`src/rtl/shift_sequencer.sv`:
```
// Sequences an 8-bit LED shifter: initialises it, then issues rate-divided
// one-cycle shift commands, with a bounce mode that reverses at the end bits.
module shift_sequencer #(
  parameter int unsigned DIV_W = 24
) (
  input  logic             clk,
  input  logic             reset,
  input  logic             start,
  input  logic [2:0]       mode,
  input  logic [7:0]       steps,
  input  logic [DIV_W-1:0] div,
  input  logic             stop,
  input  logic [7:0]       sh_q,
  output logic             sh_reset,
  output logic [2:0]       sh_sel,
  output logic             busy,
  output logic             done,
  output logic [7:0]       step_cnt
);

  localparam logic [2:0] SEL_SLL     = 3'd1;
  localparam logic [2:0] SEL_SRL     = 3'd2;
  localparam logic [2:0] MODE_BOUNCE = 3'd7;

  typedef enum logic [1:0] {IDLE, INIT, RUN, DONE} state_t;

  state_t           state, state_nxt;
  logic [2:0]       mode_q;
  logic [7:0]       steps_q;
  logic [DIV_W-1:0] div_q;
  logic [DIV_W-1:0] presc;
  logic             dir_left;
  logic             accept;
  logic             shift_ev;
  logic             last_step;
  logic [2:0]       code;
  logic             sh_q_unused;

  // Only the end bits of the shifter matter for the bounce decision.
  assign sh_q_unused = ^sh_q[6:1];

  assign accept    = (state == IDLE) && start && (mode != '0);
  assign shift_ev  = (state == RUN) && (presc == div_q);
  assign last_step = shift_ev && (steps_q != '0) && ((step_cnt + 8'd1) == steps_q);

  always_comb begin
    code = mode_q;
    if (mode_q == MODE_BOUNCE) begin
      if (!dir_left) code = sh_q[0] ? SEL_SLL : SEL_SRL;
      else           code = sh_q[7] ? SEL_SRL : SEL_SLL;
    end
  end

  always_ff @(posedge clk or negedge reset) begin
    if (!reset) begin
      state    <= IDLE;
      mode_q   <= '0;
      steps_q  <= '0;
      div_q    <= '0;
      presc    <= '0;
      dir_left <= 1'b0;
      step_cnt <= '0;
    end else begin
      state <= state_nxt;
      if (accept) begin
        mode_q   <= mode;
        steps_q  <= steps;
        div_q    <= div;
        presc    <= '0;
        dir_left <= 1'b0;
        step_cnt <= '0;
      end else if (state == RUN) begin
        if (shift_ev) begin
          presc    <= '0;
          step_cnt <= step_cnt + 8'd1;
          // Direction follows the command just issued: SLL means heading left.
          if (mode_q == MODE_BOUNCE) dir_left <= (code == SEL_SLL);
        end else begin
          presc <= presc + DIV_W'(1);
        end
      end
    end
  end

  always_comb begin
    state_nxt = state;
    case (state)
      IDLE: if (accept) state_nxt = INIT;
      INIT: state_nxt = stop ? DONE : RUN;
      RUN:  if (stop || last_step) state_nxt = DONE;
      DONE: state_nxt = IDLE;
      default: state_nxt = IDLE;
    endcase
  end

  always_comb begin
    sh_reset = (state == INIT);
    busy     = (state == INIT) || (state == RUN);
    done     = (state == DONE);
    sh_sel   = shift_ev ? code : '0;
  end

endmodule

```
`config.mk`:
```
export PLATFORM = sky130hd
export DESIGN_NAME = shift_sequencer
export DESIGN_NICKNAME = d
export VERILOG_FILES = /design/src/rtl/shift_sequencer.sv
export SDC_FILE = /design/constraint.sdc
export NUM_CORES = 1
export LEC_CHECK = 0
export CAP_MARGIN = 20
export CELL_PAD_IN_SITES_DETAIL_PLACEMENT = 1
export CELL_PAD_IN_SITES_GLOBAL_PLACEMENT = 1
export CORE_MARGIN = 3
export CORE_UTILIZATION = 23
export CTS_BUF_LIST = sky130_fd_sc_hd__clkbuf_16
export DETAILED_ROUTE_END_ITERATION = 10
export PLACE_DENSITY_LB_ADDON = 0.1
export SYNTH_ARGS = -nofsm -noshare
export SYNTH_HDL_FRONTEND = slang
export SYNTH_SLANG_ARGS = --single-unit
```
`constraint.sdc`:
```
create_clock -name clk -period 3.9 [get_ports clk]
set_input_delay 0.78 -clock clk [delete_from_list [all_inputs] [get_ports clk]]
set_output_delay 0.78 -clock clk [all_outputs]
set_load 0.005 [all_outputs]
```
==> results of run 1 <==
-- sequential cells by signal, summed over array words and instances (netlist names) --
| signal | cells |
|---|---|
| mode_q | 3 |
| presc | 24 |
| state | 2 |
| step_cnt | 8 |
| steps_q | 8 |
| div_q | 24 |
| dir_left | 1 |
-- metrics by stage --
stage                     hold slack, ns  power (W)  area (sq um)  worst slack (ns)
after CTS                          0.510    0.00286          4780             0.241
after global routing               0.541    0.00303          4780            0.0781
after floorplan                    0.465    0.00173          3710              1.45
final                              0.506    0.00279          4780             0.282
after global placement             0.491    0.00210          4530             0.637
after detailed placement           0.494    0.00212          4530             0.605
-- worst paths after layout --
| path | from | to | slack, ns | depth (start not counted) |
|---|---|---|---|---|
| setup / recovery | presc[11] | sh_sel[0] | 0.28 | 6 |
| hold / removal | steps_q[1] | steps_q[1] | 0.51 | 2 |
| setup reg to reg | presc[11] | state[1] | 1.42 | 6 |
| hold reg to reg | steps_q[1] | steps_q[1] | 0.51 | 2 |
| max in group asynchronous | reset | div_q[2] | 2.61 | 2 |
| min in group asynchronous | reset | dir_left | 0.66 | 2 |
-- final cells by class --
cell class / instances / area (sq um)
clock buffer: 9 / 225
clock inverter: 6 / 23.8
fill: 1792 / 10700
inverter: 9 / 33.8
multi-input combinational: 316 / 1880
sequential: 70 / 1750
tap: 211 / 264
timing repair buffer: 61 / 601
-- power by group through the flow --
stage / Sequential, W / Clock, W / Combinational [W]
floorplan: 0.00107 / 0 / 0.000660
global placement: 0.00114 / 0 / 0.000960
detailed placement: 0.00115 / 0 / 0.000976
CTS: 0.00114 / 0.000742 / 0.000983
global route: 0.00116 / 0.000774 / 0.00109
finish: 0.00113 / 0.000712 / 0.000956
-- layout by cell type, fill, tap and decap left out, drive strengths merged, types with 2 or more instances in the layout --
cell / Yosys / final
nand2: 119 / 119
nor4: 6 / 6
dfrtp: 70 / 70
clkdlybuf4s50: 0 / 53
xnor2: 36 / 36
a21oi: 8 / 8
and3: 9 / 9
nand2b: 3 / 3
o211a: 2 / 2
nand4: 23 / 23
and2: 2 / 2
nor4b: 2 / 2
clkbuf: 15 / 9
xor2: 27 / 27
o21ai: 5 / 5
ha: 7 / 7
o31ai: 4 / 4
clkinv: 0 / 3
inv: 9 / 12
nand3: 14 / 14
nor2: 34 / 34
and4: 3 / 3
buf: 0 / 8
-- cells by family (layout without fill, tap and decap cells) --
kind of cell | after synthesis | count (layout) | share of synthesized area
fa+ha+maj | 7 | 7 | 0.0236
mux | 1 | 1 | 0.00303
simple gates | 217 | 217 | 0.273
buf+inv | 24 | 85 | 0.0243
compound gates | 28 | 28 | 0.0539
xor+xnor | 63 | 63 | 0.151
flops | 70 | 70 | 0.472
-- per-layer routing --
metal / up-vias / track usage / part of all wire
li1: 1481 / - / -
met1: 1504 / 0.158 / 0.46
met2: 49 / 0.208 / 0.48
met3: 8 / 0.0369 / 0.045
met4: 0 / 0.0381 / 0.012
met5: - / 0 / 0
-- worst max-delay path, delay by kind of cell, from the launching register on --
| family | cells | cell delay [ns] |
|---|---|---|
| xor+xnor | 1 | 0.32 |
| flops | 1 | 0.45 |
| buf+inv | 1 | 0.55 |
| compound gates | 1 | 0.29 |
| simple gates | 3 | 0.89 |
==> impl_results.md, run 1 <==
* Maximum buffer depth of the clock tree at 2
* Die H at 133 um
* Startpoint type of the worst setup path: register
* Leading post-synthesis cells by cell area: dfrtp_1 (47%), nand2_1 (12%), xnor2_1 (8.3%)
* Clk_lat worst skew at 0.34 ns
* Row Count at 45
* First-pass GRT wire length at 17500 um
* Gr usage total at 0.125
* Drt wl/cell at 15.4 um
* Tmin final at 3.62 ns
* Port Buffers at 54
* Asr flop ratio synth at 1.00
* Arrival time worst endpoint at 2.84 ns
* Outcome: finished clean
* Clk sinks at 70
* Util after Layout at 0.309
* Final #Nets at 521
* Routability cong. at 0.757
* Endpoints failing hold at 0
* Most numerous cell in the Yosys netlist: nand2_1
* Chip width at 133 um
* Share of the synthesized area in the top cell type at 0.472
* Post-synth EDFFs at 0
* Drt via density at 4.46
* Switching Share at 0.369
* Most used DFF post-synth: dfrtp_1
* Die area at 17700 sq um
* Critical Path Sink Type: output port
* Crit-path cells: xnor2_1 -> nand4_1 -> nor4_4 -> nand2_4 -> a311oi_1 -> clkdlybuf4s50_1
* Sequential power share at 0.403
* Synth warnings at 0
* Post-synthesis cell count at 410
* Critical-path top delay cell: clkdlybuf4s50_1
* TritonCTS clock tree: yes
* Max Fclk at 276 MHz
* Setup TNS at 0 ns
* Ports at 61
* Worst Tran Pin Value at 0.947 ns
* Fin crit share at 0.928
* Area of the core at 15500 sq um
* Post-cts repair resize count at 0
* Post-Syn Area at 3710 sq um
* Vias in the first global route at 3251
* Synthesized Nets at 464
* Share of layout cells above drive strength 1 at 0.0510
* Clock slew at reported path FFs at 0.06 ns
* Num CTS Buffers at 9
* Clock skew at 0.00635 ns
* Via count at 3042
* # DRC at 0
* HPWL after detailed placement at 7670 um
* H-tree lvl count at 3
* Worst VDD drop at 0.198 mV
* Hold-fix buffers, CTS at 0
* Setup violations, final at 0
* Worst path required time at 3.12 ns
* Synthesis-to-layout area growth at 28.7%
* Initial Utilization at 0.240
* Drt pass-1 iters at 4
* Total gr overflow at 0
* Pint at 0.00176 W
* Critical path class: register to output port
* Highest cell delay on the worst timing path at 0.55 ns
* Max-cap violations at 0
* Synth cell types at 36
* Leakage power at 2.16 nW
* FF+latch count, synth at 70
* CTS root buf: clkbuf_16
* Min-Delay Path Class: register to register
* DRT antenna net count at 0
* CP Max Fanout at 10
* Count of non-filler cells in the finished layout at 682
* Drt total wl at 10500 um
* Logic pwr share at 0.342
* Sequential fraction of the synthesis area at 0.472
* Largest net degree at the start of global routing at 71
* Max-Slew Margin vs Limit at 0.369
* Antenna violations before repair at 0
* Placed cells at 667
* Unrepaired setup endpoints after global routing: no
* Initial drt markers at 122
* Power per cell area at 585 nW/um^2
* Diodes inserted at 0
* Clock share of power at 0.255
* Leading area contributor after synthesis: dfrtp_1
* Post-CTS Setup Inserts at 0
* P_sw at 0.00103 W
* Avg Inst Size Synth at 9.05 sq um
* Top cells by count, synth: nand2_1 (118), dfrtp_1 (70), xnor2_1 (35)
* Max-slew violation count at 0
(Power assumes the default switching activity.)
==> run 2: changes to the inputs <==
- ABC_CLOCK_PERIOD_IN_PS: unset -> 3900
- DONT_BUFFER_PORTS: unset -> 1
==> impl_results.md, run 2 (synthesis gave the netlist of run 1 again) <==
* Startpoint type of the worst setup path: register
* Maximum buffer depth of the clock tree at 2 (unchanged)
* Most common cell after layout, fill and taps aside: nand2_1
* Area of the multi-input gates at 1880 sq um (about the same)
* Largest registers: div_q: 24 flops, presc: 24 flops
* Via count at 2804 (-7.8%)
* Row Count at 45 (unchanged)
* Drt total wl at 10500 um (-0.39%)
* Share of layout cells above drive strength 1 at 0.0578 (+0.00688)
* Ports at 61 (unchanged)
* Fin crit share at 0.824 (-0.104)
* Die H at 133 um (unchanged)
* Gr usage total at 0.123 (-0.00220)
* # DRC at 0 (unchanged)
* Diodes inserted at 0 (unchanged)
* Layout filler cell count at 1783 (-0.50%)
* Max Fclk at 311 MHz (+13%)
* Power per cell area at 661 nW/um^2 (+13%)
* Drt pass-1 iters at 4 (unchanged)
* TritonCTS clock tree: yes
* HPWL after detailed placement at 7450 um (-2.9%)
* Max-slew violation count at 0 (unchanged)
* Most frequent cells in the layout: nand2_1 (118), dfrtp_1 (70), xnor2_1 (35), nor2_1 (34), xor2_1 (27)
* Setup ws final at 0.685 ns (+0.404 ns)
* CTS root buf: clkbuf_16
* Arrival time worst endpoint at 2.43 ns (-0.41 ns)
* Clk_lat worst skew at 0.34 ns (about the same)
* Drt wl/cell at 16.7 um (+8.5%)
* Leakage power at 1.96 nW (-9.2%)
* Setup violations, final at 0 (unchanged)
* Drt via density at 4.48 (+0.42%)
* Worst Tran Pin Value at 0.960 ns (+0.0127 ns)
* Initial Utilization at 0.240 (unchanged)
* FF+latch area at 1750 sq um (unchanged)
* Num CTS Buffers at 9 (unchanged)
* Post-cts repair resize count at 0 (unchanged)
* Area of the core at 15500 sq um (unchanged)
* Clk sinks at 70 (unchanged)
* Endpoints failing hold at 0 (unchanged)
* H-tree lvl count at 3 (unchanged)
* Die area at 17700 sq um (unchanged)
* Synthesis-to-layout area growth at 15.0%
* Final #Nets at 464 (-11%)
* Unrepaired setup endpoints after global routing: no
* Max-cap violations at 0 (unchanged)
* Port Buffers at 0 (-100%)
* Largest net degree at the start of global routing at 71 (unchanged)
* Outcome: finished clean
* Chip width at 133 um (unchanged)
* Max-Slew Margin vs Limit at 0.360 (-0.00849)
* Setup TNS at 0 ns (unchanged)
* Clock skew at 0.00744 ns (+0.00109 ns)
* Routability cong. at 0.725 (-4.2%)
* Min-Delay Path Class: input port to async pin
* Worst VDD drop at 0.193 mV (-2.3%)
* DRT antenna net count at 0 (unchanged)
* Antenna violations before repair at 0 (unchanged)
* Tmin final at 3.21 ns (-0.404 ns)
* Setup WS pre-CTS at 1.03 ns (+0.428 ns)
* Worst path required time at 3.12 ns (about the same)
* Initial drt markers at 97 (-20%)
* First-pass GRT wire length at 16900 um (-3.1%)
* CP Max Fanout at 10 (unchanged)
* Total gr overflow at 0 (unchanged)
* Vias in the first global route at 2999 (-7.8%)
* Hold-fix buffers, CTS at 0 (unchanged)
* Critical Path Sink Type: output port
* Post-CTS Setup Inserts at 0 (unchanged)
* Critical path class: register to output port
* Clock slew at reported path FFs at 0.06 ns (about the same)
==> run 2: layer usage <==
| layer | wire, um | vias to the layer above | share of wire | global-route usage |
|---|---|---|---|---|
| met1 | 4880 | 1391 | 0.47 | 0.156 |
| met4 | 108 | 0 | 0.010 | 0.0312 |
| li1 | - | 1359 | - | - |
| met2 | 5040 | 46 | 0.48 | 0.201 |
| met5 | 0 | - | 0 | 0 |
| met3 | 441 | 8 | 0.042 | 0.0418 |
==> run 2: power by group <==
part / switching [W] / internal [W]
Clock: 0.000306 / 0.000550
Sequential: 0.000200 / 0.000927
Combinational: 0.000499 / 0.000339
Total: 0.00100 / 0.00182
==> run 2: metrics by stage <==
step	area [sq um]	hold slack (ns)	utilization	total power [W]	instances
2_1_floorplan	3710	0.465	-	0.00173	410
3_3_place_gp	3960	0.488	0.256	0.00199	610
3_5_place_dp	3960	0.489	0.256	0.00201	610
4_1_cts	4270	0.117	0.276	0.00290	626
5_1_grt	4270	0.114	0.276	0.00305	626
6_report	4270	0.137	0.276	0.00282	626
==> run 2: final timing paths <==
path                       startpoint    endpoint  slack (ns)  depth (start not counted)
hold / removal                  reset   div_q[13]        0.14                          0
min in group clk             div_q[4]    div_q[4]        0.50                          2
setup reg to reg            presc[11]   presc[22]        1.21                          6
setup / recovery            presc[11]   sh_sel[0]        0.69                          5
max in group asynchronous       reset  steps_q[6]        3.62                          0
hold reg to reg              div_q[4]    div_q[4]        0.50                          2
==> run 2: worst max-delay path: stages, from the launching register on <==
cell and delay [ns]:
dfrtp_1 0.45, xnor2_1 0.31, nand4_1 0.23, nor4_4 0.51, nand2_4 0.20, a311oi_1 0.39
==> run 2: cell type report <==
type	instances	share of cell area
timing repair buffer	4	0.00704
inverter	9	0.00792
sequential	70	0.410
clock buffer	9	0.0528
multi-input combinational	316	0.441
tap	211	0.0619
clock inverter	7	0.0191
